### src/rtl/mem_access_unit_if.sv
// Bus bundle for the data-memory access unit: pipeline request/response side plus
// the word-only memory port.
interface mem_access_unit_if;
  logic        req_valid;
  logic        req_ready;
  logic        req_write;
  logic [1:0]  req_size;
  logic        req_signed;
  logic [31:0] req_addr;
  logic [31:0] req_wdata;
  logic        resp_valid;
  logic [31:0] resp_rdata;
  logic        resp_err;
  logic [31:0] Address;
  logic [31:0] WriteData;
  logic        MemWrite;
  logic        MemRead;
  logic [31:0] ReadData;

  // The unit itself drives the memory port and the response.
  modport master (
    input  req_valid, req_write, req_size, req_signed, req_addr, req_wdata, ReadData,
    output req_ready, resp_valid, resp_rdata, resp_err,
    output Address, WriteData, MemWrite, MemRead
  );

  modport slave (
    output req_valid, req_write, req_size, req_signed, req_addr, req_wdata, ReadData,
    input  req_ready, resp_valid, resp_rdata, resp_err,
    input  Address, WriteData, MemWrite, MemRead
  );
endinterface

### src/rtl/mem_access_unit.sv
// Load/store initiator for a word-only data memory: sub-word loads with extension,
// sub-word stores by read-modify-write, alignment/range checking, one-cycle response.
module mem_access_unit #(
  parameter int unsigned MEM_WORDS = 8192,
  parameter logic [31:0] PARK_ADDR = 32'hFFFF_FFFC
) (
  input logic              clk,
  input logic              rst_n,
  mem_access_unit_if.master bus
);

  typedef enum logic [1:0] {IDLE, RD, WR, RESP} state_t;

  localparam logic [1:0] SIZE_BYTE = 2'b00;
  localparam logic [1:0] SIZE_HALF = 2'b01;
  localparam logic [1:0] SIZE_WORD = 2'b10;
  localparam logic [1:0] SIZE_BAD  = 2'b11;

  state_t      state_q;
  logic [1:0]  lane_q;
  logic [1:0]  size_q;
  logic        signed_q;
  logic        write_q;
  logic [15:0] wdata_q;
  logic [31:0] address_q;
  logic [31:0] writeData_q;
  logic        memWrite_q;
  logic        memRead_q;
  logic        reqReady_q;
  logic        respValid_q;
  logic [31:0] respRdata_q;
  logic        respErr_q;

  logic [31:0] wordIdx;
  logic        reqErr;
  logic        reqWordStore;

  assign wordIdx      = {2'b00, bus.req_addr[31:2]};
  assign reqWordStore = bus.req_write && (bus.req_size == SIZE_WORD);

  always_comb begin
    reqErr = 1'b0;
    if (bus.req_size == SIZE_BAD)                                   reqErr = 1'b1;
    if ((bus.req_size == SIZE_HALF) && bus.req_addr[0])             reqErr = 1'b1;
    if ((bus.req_size == SIZE_WORD) && (bus.req_addr[1:0] != 2'b00)) reqErr = 1'b1;
    if (wordIdx >= MEM_WORDS)                                       reqErr = 1'b1;
  end

  function automatic logic [31:0] extendLoad(input logic [31:0] word, input logic [1:0] lane,
                                             input logic [1:0] size, input logic sgn);
    logic [7:0]  b;
    logic [15:0] h;
    logic [31:0] res;
    case (lane)
      2'd0:    b = word[7:0];
      2'd1:    b = word[15:8];
      2'd2:    b = word[23:16];
      default: b = word[31:24];
    endcase
    h = lane[1] ? word[31:16] : word[15:0];
    case (size)
      SIZE_BYTE: res = sgn ? {{24{b[7]}}, b} : {24'h0, b};
      SIZE_HALF: res = sgn ? {{16{h[15]}}, h} : {16'h0, h};
      default:   res = word;
    endcase
    return res;
  endfunction

  // Only the addressed lane is replaced; every other bit of the old word survives.
  function automatic logic [31:0] mergeStore(input logic [31:0] word, input logic [1:0] lane,
                                             input logic [1:0] size, input logic [15:0] wdata);
    logic [31:0] res;
    res = word;
    if (size == SIZE_BYTE) begin
      case (lane)
        2'd0:    res[7:0]   = wdata[7:0];
        2'd1:    res[15:8]  = wdata[7:0];
        2'd2:    res[23:16] = wdata[7:0];
        default: res[31:24] = wdata[7:0];
      endcase
    end else if (lane[1]) begin
      res[31:16] = wdata;
    end else begin
      res[15:0] = wdata;
    end
    return res;
  endfunction

  always_ff @(posedge clk or negedge rst_n) begin
    if (!rst_n) begin
      state_q     <= IDLE;
      lane_q      <= 2'b00;
      size_q      <= 2'b00;
      signed_q    <= 1'b0;
      write_q     <= 1'b0;
      wdata_q     <= 16'h0;
      address_q   <= PARK_ADDR;
      writeData_q <= 32'h0;
      memWrite_q  <= 1'b0;
      memRead_q   <= 1'b0;
      reqReady_q  <= 1'b1;
      respValid_q <= 1'b0;
      respRdata_q <= 32'h0;
      respErr_q   <= 1'b0;
    end else begin
      case (state_q)
        IDLE: begin
          if (bus.req_valid) begin
            lane_q     <= bus.req_addr[1:0];
            size_q     <= bus.req_size;
            signed_q   <= bus.req_signed;
            write_q    <= bus.req_write;
            wdata_q    <= bus.req_wdata[15:0];
            reqReady_q <= 1'b0;
            if (reqErr) begin
              state_q     <= RESP;
              respValid_q <= 1'b1;
              respErr_q   <= 1'b1;
              respRdata_q <= 32'h0;
            end else if (reqWordStore) begin
              state_q     <= WR;
              address_q   <= {bus.req_addr[31:2], 2'b00};
              writeData_q <= bus.req_wdata;
              memWrite_q  <= 1'b1;
            end else begin
              state_q   <= RD;
              address_q <= {bus.req_addr[31:2], 2'b00};
              memRead_q <= 1'b1;
            end
          end
        end
        RD: begin
          memRead_q <= 1'b0;
          if (write_q) begin
            state_q     <= WR;
            memWrite_q  <= 1'b1;
            writeData_q <= mergeStore(bus.ReadData, lane_q, size_q, wdata_q);
          end else begin
            state_q     <= RESP;
            address_q   <= PARK_ADDR;
            respValid_q <= 1'b1;
            respErr_q   <= 1'b0;
            respRdata_q <= extendLoad(bus.ReadData, lane_q, size_q, signed_q);
          end
        end
        WR: begin
          state_q     <= RESP;
          memWrite_q  <= 1'b0;
          address_q   <= PARK_ADDR;
          respValid_q <= 1'b1;
          respErr_q   <= 1'b0;
          respRdata_q <= 32'h0;
        end
        default: begin
          state_q     <= IDLE;
          respValid_q <= 1'b0;
          respErr_q   <= 1'b0;
          respRdata_q <= 32'h0;
          reqReady_q  <= 1'b1;
        end
      endcase
    end
  end

  assign bus.req_ready  = reqReady_q;
  assign bus.resp_valid = respValid_q;
  assign bus.resp_rdata = respRdata_q;
  assign bus.resp_err   = respErr_q;
  assign bus.Address    = address_q;
  assign bus.WriteData  = writeData_q;
  assign bus.MemWrite   = memWrite_q;
  assign bus.MemRead    = memRead_q;

endmodule

### src/flat_wrapper.sv
// flat-port wrapper written by rule: the top's interface ports become plain ports
module mem_access_unit_flat 
#(
  parameter int unsigned MEM_WORDS = 8192,
  parameter logic [31:0] PARK_ADDR = 32'hFFFF_FFFC
)
  (clk, rst_n, bus_req_valid, bus_req_write, bus_req_size, bus_req_signed, bus_req_addr, bus_req_wdata, bus_ReadData, bus_req_ready, bus_resp_valid, bus_resp_rdata, bus_resp_err, bus_Address, bus_WriteData, bus_MemWrite, bus_MemRead);
  mem_access_unit_if bus_i ();
  input logic clk;
  input logic rst_n;
  input wire logic [$bits(bus_i.req_valid)-1:0] bus_req_valid;
  input wire logic [$bits(bus_i.req_write)-1:0] bus_req_write;
  input wire logic [$bits(bus_i.req_size)-1:0] bus_req_size;
  input wire logic [$bits(bus_i.req_signed)-1:0] bus_req_signed;
  input wire logic [$bits(bus_i.req_addr)-1:0] bus_req_addr;
  input wire logic [$bits(bus_i.req_wdata)-1:0] bus_req_wdata;
  input wire logic [$bits(bus_i.ReadData)-1:0] bus_ReadData;
  output wire logic [$bits(bus_i.req_ready)-1:0] bus_req_ready;
  output wire logic [$bits(bus_i.resp_valid)-1:0] bus_resp_valid;
  output wire logic [$bits(bus_i.resp_rdata)-1:0] bus_resp_rdata;
  output wire logic [$bits(bus_i.resp_err)-1:0] bus_resp_err;
  output wire logic [$bits(bus_i.Address)-1:0] bus_Address;
  output wire logic [$bits(bus_i.WriteData)-1:0] bus_WriteData;
  output wire logic [$bits(bus_i.MemWrite)-1:0] bus_MemWrite;
  output wire logic [$bits(bus_i.MemRead)-1:0] bus_MemRead;
  assign bus_i.req_valid = bus_req_valid;
  assign bus_i.req_write = bus_req_write;
  assign bus_i.req_size = bus_req_size;
  assign bus_i.req_signed = bus_req_signed;
  assign bus_i.req_addr = bus_req_addr;
  assign bus_i.req_wdata = bus_req_wdata;
  assign bus_i.ReadData = bus_ReadData;
  assign bus_req_ready = bus_i.req_ready;
  assign bus_resp_valid = bus_i.resp_valid;
  assign bus_resp_rdata = bus_i.resp_rdata;
  assign bus_resp_err = bus_i.resp_err;
  assign bus_Address = bus_i.Address;
  assign bus_WriteData = bus_i.WriteData;
  assign bus_MemWrite = bus_i.MemWrite;
  assign bus_MemRead = bus_i.MemRead;
  mem_access_unit #(.MEM_WORDS(MEM_WORDS), .PARK_ADDR(PARK_ADDR)) u_core (.clk(clk), .rst_n(rst_n), .bus(bus_i));
endmodule
### config.mk
export PLATFORM = sky130hd
export DESIGN_NAME = mem_access_unit_flat
export DESIGN_NICKNAME = d
export VERILOG_FILES = /design/src/rtl/mem_access_unit_if.sv /design/src/rtl/mem_access_unit.sv /design/src/flat_wrapper.sv
export SDC_FILE = /design/constraint.sdc
export NUM_CORES = 1
export LEC_CHECK = 0
export BUFFER_PORTS_ARGS = -buffer_cell sky130_fd_sc_hd__buf_2
export CORE_UTILIZATION = 45
export CTS_CLUSTER_DIAMETER = 200
export DETAILED_ROUTE_END_ITERATION = 7
export HOLD_SLACK_MARGIN = 0.05
export PLACE_DENSITY = 0.84
export SKIP_LAST_GASP = 1
export SYNTH_ARGS = -nofsm -noshare
export SYNTH_HDL_FRONTEND = slang
export SYNTH_SLANG_ARGS = --single-unit
### constraint.sdc
create_clock -name clk -period 4.7 [get_ports clk]
set_clock_uncertainty 0.15 [all_clocks]
set_input_delay 0.94 -clock clk [delete_from_list [all_inputs] [get_ports clk]]
set_output_delay 0.94 -clock clk [all_outputs]
set_load 0.02 [all_outputs]
* Word-level counts from Yosys, hierarchy flattened
Cells that the tools add are included.
** Operators by class
- Magnitude comparators :: 1
- Eq/ne operators :: 15
- Multiplexer cells :: 51
- Bitwise logic cells :: 1
- Reduce and logical (&&, ||, !) cells :: 18
** Operator list (number)
- 2-to-1 mux 32 bit :: 13
- one-hot mux 32 bit (2 select lines) :: 3
- one-hot mux 32 bit (3 select lines) :: 1
- 2-to-1 mux 16 bit :: 3
- 2-to-1 mux 8 bit :: 4
- greater-or-equal comparator 30 x 14 -> 1 bit, second input constant :: 1
- one-hot mux 8 bit (3 select lines) :: 1
- 2-to-1 mux 1 bit :: 17
- AND reduction 5 bit :: 2
- equality test 2 x 1 -> 1 bit, second input constant :: 4
- equality test 2 bit, second input constant :: 4
- inequality test 2 bit, second input constant :: 4
- AND reduction 4 bit :: 2
- zero test 2 bit :: 3
- 2-to-1 mux 2 bit :: 3
- inequality test 2 x 1 -> 1 bit, second input constant :: 3
- one-hot mux 1 bit (2 select lines) :: 3
- one-hot mux 1 bit (3 select lines) :: 2
- one-hot mux 2 bit (3 select lines) :: 1
- AND reduction 2 bit :: 2
- nonzero test 2 bit :: 2
- logical AND 1 bit :: 3
- AND reduction 3 bit :: 1
- nonzero test 3 bit :: 1
- other kinds (3) :: 3
** Storage, ports and cells
- Register bits :: 125

* Depth between registers and ports, before layout
Gate-level depths: netlist of run 1.
- Depth in word-level cells :: 8
- Depth in mapped cells :: 9
- Gate-level depth less buffers :: 7

* Least setup slack after synthesis of run 1
Ideal clock, no wire load.
- Path kind :: input -> register
- Start :: in bus_req_addr[19]
- End :: reg u_core.writeData_q[0] (netlist: u_core.bus.WriteData[0])
- Setup time :: 125 ps
- Arrival time :: 2196 ps
- Required time :: 4425 ps
- Setup slack :: 2229 ps
- Stages on the path :: 7
- Path buffers :: 2
- Path through :: nor4_2 > o2111ai_1 > o22ai_1 > nand2b_1 > buf_6 > buf_6 > mux2_4
** Between the ends
- Word-level cells in the longest chain between the ends :: 4
** Ends and longest elaborated chain
- from (decl) :: RTL line flat_wrapper.sv:15 : input wire logic [$bits(bus_i.req_addr)-1:0] bus_req_addr;
- greater-or-equal comparator 30 x 14 -> 1 bit :: RTL line mem_access_unit.sv:46 : if (wordIdx >= MEM_WORDS) reqErr = 1'b1;
- 2-to-1 mux 1 bit :: RTL line mem_access_unit.sv:46
- inequality test 2 bit (no source line)
- AND reduction 5 bit (no source line)
- to (signal assigned) :: RTL line mem_access_unit.sv:123 : writeData_q <= bus.req_wdata;
- to (signal assigned) :: RTL line mem_access_unit.sv:137 : writeData_q <= mergeStore(bus.ReadData, lane_q, size_q, wdata_q);
- to (decl) :: RTL line mem_access_unit.sv:26 : logic [31:0] writeData_q;
No other way between the ends.
A chain may end at the register's enable or synchronous reset.

* Worst setup path in the final report of run 1
- Start :: in bus_req_addr[19]
- End :: reg u_core.writeData_q[27] (netlist: u_core.bus.WriteData[27])
Same word-level chain as after synthesis.

==> reports/results.tsv, run 1 <==
metric	value	unit
status	completed	
cap_violations	0	
design.core.area	0.0141	sq mm
grt_pass1_vias	5519	
cpPeakStageDelay	0.63	ns
end_kind	flop	
synthAdderAreaFrac	0.758	%
drive_above_1_share	38.9	%
required	4.84	ns
drc	0	
muxShareOfSynthArea	13.6	%
vias_per_cell	5.83	
die_area	0.0152	sq mm
dpl.hpwl	14000	um
worstPathMaxFanout	32	
postCtsSetupBuffers	0	
dr.pass1.iters	5	
antenna_found_initial	0	
final_hold_viol_count	0	
vdd_ir_drop_max	0.000374	V
cts_tree	yes	
clkTransAtPathRegs	0.06	ns
grt_util_all_layers	26.3	%
synth_compound_area_share	21.7	%
crit_buf_inv	1	
synth-seq-cells	123	
initial_core_util	46.9	%
r2r_slack	1.73	ns
cpMaxStageDelayCell	nand2b_2	
grt_pass1_wl	29800	um
clock_latency	0.42	ns
critPathTopFamily	simple AND/OR/NAND/NOR gates	
synth_warnings	0	
numCtsBuffers	17	
ios	204	
hold_start	u_core.bus.resp_rdata[15]	
synth-xor-area-share	0	%
hold_class	reg2reg	
grt_max_degree	73	
power_density	810	mW/mm^2
holdPathStages	1	
start_kind	input port	
synth.avg_cell_area	10.0	sq um
synth-simple-area-share	10.7	%
ant_nets	0	
synth_edf_count	0	
syn-instance-count	658	
dpl_cell_area	0.00763	sq mm
num-fill-cells	1211	
slew_headroom	22.0	%
drtIter0Drc	584	
final_area	0.00826	sq mm
die_w	123	um
synth_top_family_by_area	compound AO/OA/AOI/OAI gates	
worstHoldEndpoint	u_core.bus.resp_rdata[15]	
clk_path_buf_depth	2	
ys_async_sr_fraction	100	%
path_cells	buf_2, nor4_2, o2111ai_1, o22ai_1, nand2b_2, mux2_4	
criticalPathCategory	in2reg	
ctsHoldBuffers	0	
antenna_cells	0	
overflow	0	
nets	936	
synthFlopType	dfrtp_1	
reg2reg_depth	6	
yosysUniqueCellTypes	51	
p_leak	4.05	nW
synth_area	0.00661	sq mm
r2r_end	u_core.bus.WriteData[27]	
r2r-start	u_core.state_q[1]	
synth_seq_area_share	47.2	%
startpoint	bus_req_addr[19]	
cts_resized	0	
wl	19300	um
area_growth	25.1	%
worstPathArrival	3.11	ns
gp_congestion	0.929	
fin_crit_sh	63.3	%
core.rowCount	43	
power.total	6.69	mW
final.setup.tns	0	ns
rsz0062_at_grt	no	
port_buffers	201	
cts.sinks	123	
htree_levels	4	
max_freq	0.336	GHz
cts_root_buffer	clkbuf_16	
wire_per_inst	18.9	um
worstMarginPinSlew	1.17	ns
die_height	123	um
vias	5952	
period_minus_slack	2.97	ns
drv_slew	0	
setup_violations	0	
==> power by group <==
| part | internal (mW) | leakage (nW) | total, mW | switching (mW) |
|---|---|---|---|---|
| clock network | 0.963 | 0.311 | 1.41 | 0.451 |
| logic | 1.29 | 2.25 | 3.32 | 2.03 |
| registers | 1.59 | 1.48 | 1.95 | 0.365 |
| total | 3.84 | 4.05 | 6.69 | 2.85 |
==> layout by cell type (no fill, tap or decap), types with 2 or more instances in the layout <==
cell type / count
a22o_1: 29
mux2_4: 30
conb_1: 2
nor2b_1: 18
bufinv_16: 5
buf_4: 10
o211ai_1: 9
dfstp_2: 31
buf_2: 200
ha_1: 3
dfrtp_1: 92
o221ai_1: 17
a21oi_1: 60
nor4_2: 3
nand2_1: 56
clkinv_2: 3
mux2_2: 16
mux2i_1: 27
a31oi_1: 38
o22ai_1: 2
clkbuf_1: 4
o21ai_0: 46
a211oi_1: 9
clkbuf_8: 2
clkbuf_16: 17
inv_1: 23
nor2_1: 58
nor3_1: 3
==> how the worst max path moves through the flow <==
stage	to	slack, ns	depth (start not counted)
after floorplan	u_core.bus.WriteData[0]	2.23	7
after global placement	u_core.bus.WriteData[26]	1.35	6
after detailed placement	u_core.bus.WriteData[10]	1.32	6
after CTS	u_core.bus.WriteData[10]	1.75	6
after global routing	u_core.bus.WriteData[27]	1.58	6
final	u_core.bus.WriteData[27]	1.73	6
==> flip-flops by register name, summed over array words and instances, names as in the netlist <==
signal and flops:
u_core.bus.resp_rdata 32, u_core.state_q 2, u_core.bus.MemWrite 1, u_core.bus.resp_valid 1, u_core.bus.WriteData 32, u_core.bus.Address 30
u_core.bus.MemRead 1, u_core.size_q 2, u_core.bus.req_ready 1, u_core.bus.resp_err 1, u_core.wdata_q 16, u_core.write_q 1
u_core.signed_q 1, u_core.lane_q 2
==> cell usage after synthesis, types with 2 or more instances <==
library cell	number	share of area, %
a211oi_1	9	1.0
a21oi_1	61	4.6
a22o_1	29	3.8
a31oi_1	38	3.6
buf_2	16	1.2
buf_4	3	0.34
buf_6	7	1.2
clkbuf_1	32	1.8
dfrtp_1	92	35
dfstp_2	31	12
ha_1	4	0.76
inv_1	23	1.3
mux2_2	16	2.7
mux2_4	30	6.8
mux2i_1	27	4.1
nand2_1	56	3.2
nand2b_1	2	0.19
nor2_1	58	3.3
nor2b_1	18	1.7
nor3_1	3	0.23
nor4_1	2	0.19
nor4_2	2	0.38
o211ai_1	9	1.0
o21ai_0	46	3.5
o221ai_1	17	2.3
o22ai_1	2	0.19
==> routing by layer <==
| metal | wire length [um] | up-vias | global-route usage, % |
|---|---|---|---|
| met5 | 0 | - | 0 |
| met4 | 729 | 0 | 13.5 |
| met3 | 1640 | 55 | 6.18 |
| met2 | 8630 | 324 | 37.6 |
| met1 | 8260 | 2851 | 36.9 |
| li1 | - | 2722 | - |
==> per-stage QoR <==
step           util (%)  std cells  setup WS, ns  hold WS (ns)
6_report           58.6       1021          1.73         0.321
5_1_grt            58.6       1021          1.58         0.333
4_1_cts            58.6       1021          1.75         0.324
3_5_place_dp       54.1        990          1.32         0.311
3_3_place_gp       54.1        990          1.35         0.308
2_1_floorplan         -        659          2.23         0.294
==> cells by family after synthesis <==
logic type / count (synthesis)
buffers and inverters: 83
other: 1
flip-flops: 123
AO/OA/AOI/OAI: 223
AND/OR/NAND/NOR: 151
adder cells (fa/ha/maj): 4
multiplexers: 73
==> cell type report <==
| cell class | instances | area (sq um) | share of cell area [%] |
|---|---|---|---|
| sequential | 123 | 3120 | 37.7 |
| multi-input combinational | 453 | 3120 | 37.8 |
| clock inverter | 8 | 165 | 2.00 |
| timing repair buffer | 210 | 1080 | 13.0 |
| clock buffer | 23 | 468 | 5.66 |
| inverter | 24 | 90.1 | 1.09 |
| tap | 180 | 225 | 2.73 |
Power figures use the tool's default switching activity.
==> run 2: changes to the inputs <==
Settings changed: ABC_AREA set to 1, PLACE_DENSITY 0.84 to 0.83.
Clock period 4.7 ns to 2.93 ns, I/O delays scaled along.
==> run 2 against run 1 <==
  * Sequential power is 70% higher
  * Register-to-register slack got worse by 1.2 ns
  * Via count up 22%
  * Flip-flop and latch count unchanged
  * Critical path depth is 5 higher
  * Worst hold slack worse by 0.11 ns
  * Sequential share of layout area is 2.7 points lower
  * Routed wire length up 11%
  * Core utilization down 0.93 points
  * Combinational power up 86%
  * Highest routed layer unchanged
  * Critical path type is now reg2reg
  * Count of clock-buffer cells in the layout down 3
  * Setup slack got worse by 1.2 ns
==> reports/results.tsv, run 2 <==
metric	value	unit	change
ios	204		unchanged
yosysUniqueCellTypes	33		-35%
worstMarginPinSlew	0.785	ns	-0.385 ns
power.total	11.6	mW	+74%
post-place-ws	0.560	ns	-0.760 ns
layout_common_cells	nand2_1 (344), buf_2 (200), nand3_1 (116), dfrtp_1 (91), o21ai_1 (61)		
power_density	1310	mW/mm^2	+61%
comb_power_share	53.2	%	+3.5 points
slew_headroom	47.7	%	+26 points
drive_above_1_share	30.2	%	-8.7 points
netlist_top_cells_count	nand2_1 (345), nand3_1 (116), dfrtp_1 (92)		
synth_seq_area_share	43.2	%	-3.9 points
clkPwrFrac	18.2	%	-2.9 points
drv_slew	0		unchanged
wl	21400	um	+11%
criticalPathCategory	reg2reg		
synth-seq-cells	123		unchanged
worstPathArrival	2.61	ns	-0.50 ns
core.rowCount	45		+4.7%
vdd_ir_drop_max	0.000631	V	+69%
cts.sinks	123		unchanged
synthFlopType	dfrtp_1		
wire_per_inst	15.5	um	-18%
whs	0.211	ns	-0.110 ns
overflow	0		unchanged
synth_warnings	0		unchanged
vias	7289		+22%
synth_edf_count	0		unchanged
required	3.13	ns	-1.71 ns
synth_top_cell_by_area	dfrtp_1		
design.core.area	0.0154	sq mm	+9.4%
synth_top_area_share	31.9	%	-2.9 points
setup_violations	0		unchanged
synth_area	0.00721	sq mm	+9.1%
fin_crit_sh	82.0	%	
nets	1263		+35%
dpl.hpwl	15700	um	+12%
p_leak	4.59	nW	+13%
end_kind	flop		
htree_levels	4		unchanged
utilization	57.7	%	-0.93 points
clk_path_buf_depth	2		unchanged
power.internal	5.93	mW	+54%
grt_util_all_layers	26.6	%	+0.36 points
grt_max_degree	66		-9.6%
final_hold_viol_count	0		unchanged
gp_congestion	0.978		+5.3%
final.setup.tns	0	ns	unchanged
syn-instance-count	981		+49%
clkTransAtPathRegs	0.06	ns	about the same
hold_class	in2reg		
dpl_cell_area	0.00828	sq mm	+8.6%
die_w	129	um	+4.4%
max_freq	0.416	GHz	
numCtsBuffers	17		unchanged
die_area	0.0165	sq mm	+9.0%
final_area	0.00890	sq mm	+7.7%
pwr-share-seq	28.6	%	-0.6 points
start_kind	flop		
port_buffers	201		unchanged
worstPathMaxFanout	38		+19%
synth.avg_cell_area	7.35	sq um	-27%
p_switching	5.70	mW	+100%
clock_latency	0.43	ns	about the same
fin_ws	0.527	ns	-1.20 ns
cts_tree	yes		
die_height	129	um	+4.4%
synthTopCellsByArea	dfrtp_1 (32%), nand2_1 (18%), dfstp_2 (11%)		
area_growth	23.5	%	
cap_violations	0		unchanged
switching_share	49.0	%	+6.4 points
num-fill-cells	1469		+21%
antenna_found_initial	1		+1
dr.pass1.iters	6		+1
drc	0		unchanged
drtIter0Drc	625		+7.0%
final_common_cell	nand2_1		
cts_root_buffer	clkbuf_16		
grt_pass1_vias	6751		+22%
rsz0062_at_grt	no		
ys_async_sr_fraction	100	%	unchanged
place_inst	1347		+36%
ant_nets	0		unchanged
synth_most_common_cell	nand2_1		
vias_per_cell	5.27		-9.5%
fin_cells	1382		+35%
period_minus_slack	2.40	ns	
status	completed		
grt_pass1_wl	34100	um	+15%
initial_core_util	46.7	%	-0.14 points
cts_resized	0		unchanged
-- run 2: metal layers --
| layer | track usage [%] | up-vias | routed length [um] |
|---|---|---|---|
| met4 | 10.9 | 0 | 539 |
| met3 | 8.27 | 54 | 1960 |
| met2 | 40.8 | 352 | 9670 |
| met5 | 0 | - | 0 |
| li1 | - | 3561 | - |
| met1 | 35.0 | 3322 | 9260 |
-- run 2: power by group through the flow --
stage / logic [mW] / clock network [mW] / registers [mW]
finish: 6.18 / 2.12 / 3.32
global placement: 5.97 / 0 / 3.32
global route: 6.84 / 2.21 / 3.43
detailed placement: 6.13 / 0 / 3.32
CTS: 6.16 / 2.14 / 3.32
floorplan: 3.89 / 0 / 3.93
-- run 2: cell type report --
cell class / instances / area (sq um) / area share [%]
inverter: 54 / 203 / 2.28
clock inverter: 12 / 120 / 1.35
tap: 211 / 264 / 2.97
timing repair buffer: 221 / 1200 / 13.5
clock buffer: 20 / 479 / 5.39
sequential: 123 / 3120 / 35.0
antenna: 2 / 5.00 / 0.0562
multi-input combinational: 739 / 3510 / 39.5
-- run 2: path summary, 6_finish.rpt --
check / start / endpoint / slack (ns) / cells after the start
min reg2reg: u_core.bus.Address[11] / u_core.bus.Address[11] / 0.32 / 2
max: u_core.state_q[0] / u_core.bus.Address[21] / 0.53 / 11
min: bus_req_signed / u_core.signed_q / 0.21 / 3
max in group asynchronous: rst_n / u_core.bus.resp_rdata[30] / 1.42 / 3
max reg2reg: u_core.state_q[0] / u_core.bus.Address[21] / 0.53 / 11
min in group asynchronous: rst_n / u_core.bus.resp_err / 0.45 / 2
-- run 2: logic make-up after synthesis --
family / synth area share [%]
simple gates: 33.3
flops: 43.2
buf+inv: 8.21
fa+ha+maj: 0.694
other cells: 0.0520
compound gates: 14.5
-- run 2: critical path, cell delays in order, from the launching register on --
cell     delay (ns)
dfrtp_1        0.42
inv_1          0.10
ha_1           0.32
inv_2          0.12
nor2_2         0.26
a21oi_2        0.09
inv_1          0.07
nor2_1         0.05
nand2_2        0.34
buf_12         0.25
nand2_1        0.08
o21ai_1        0.09
-- run 2: timing repair --
action / in CTS / in global routing
hold buffers: 1 / 0
endpoints found under the setup margin: 0 / 0
buffers inserted: 0 / 0
hold endpoints to repair: 2 / 0
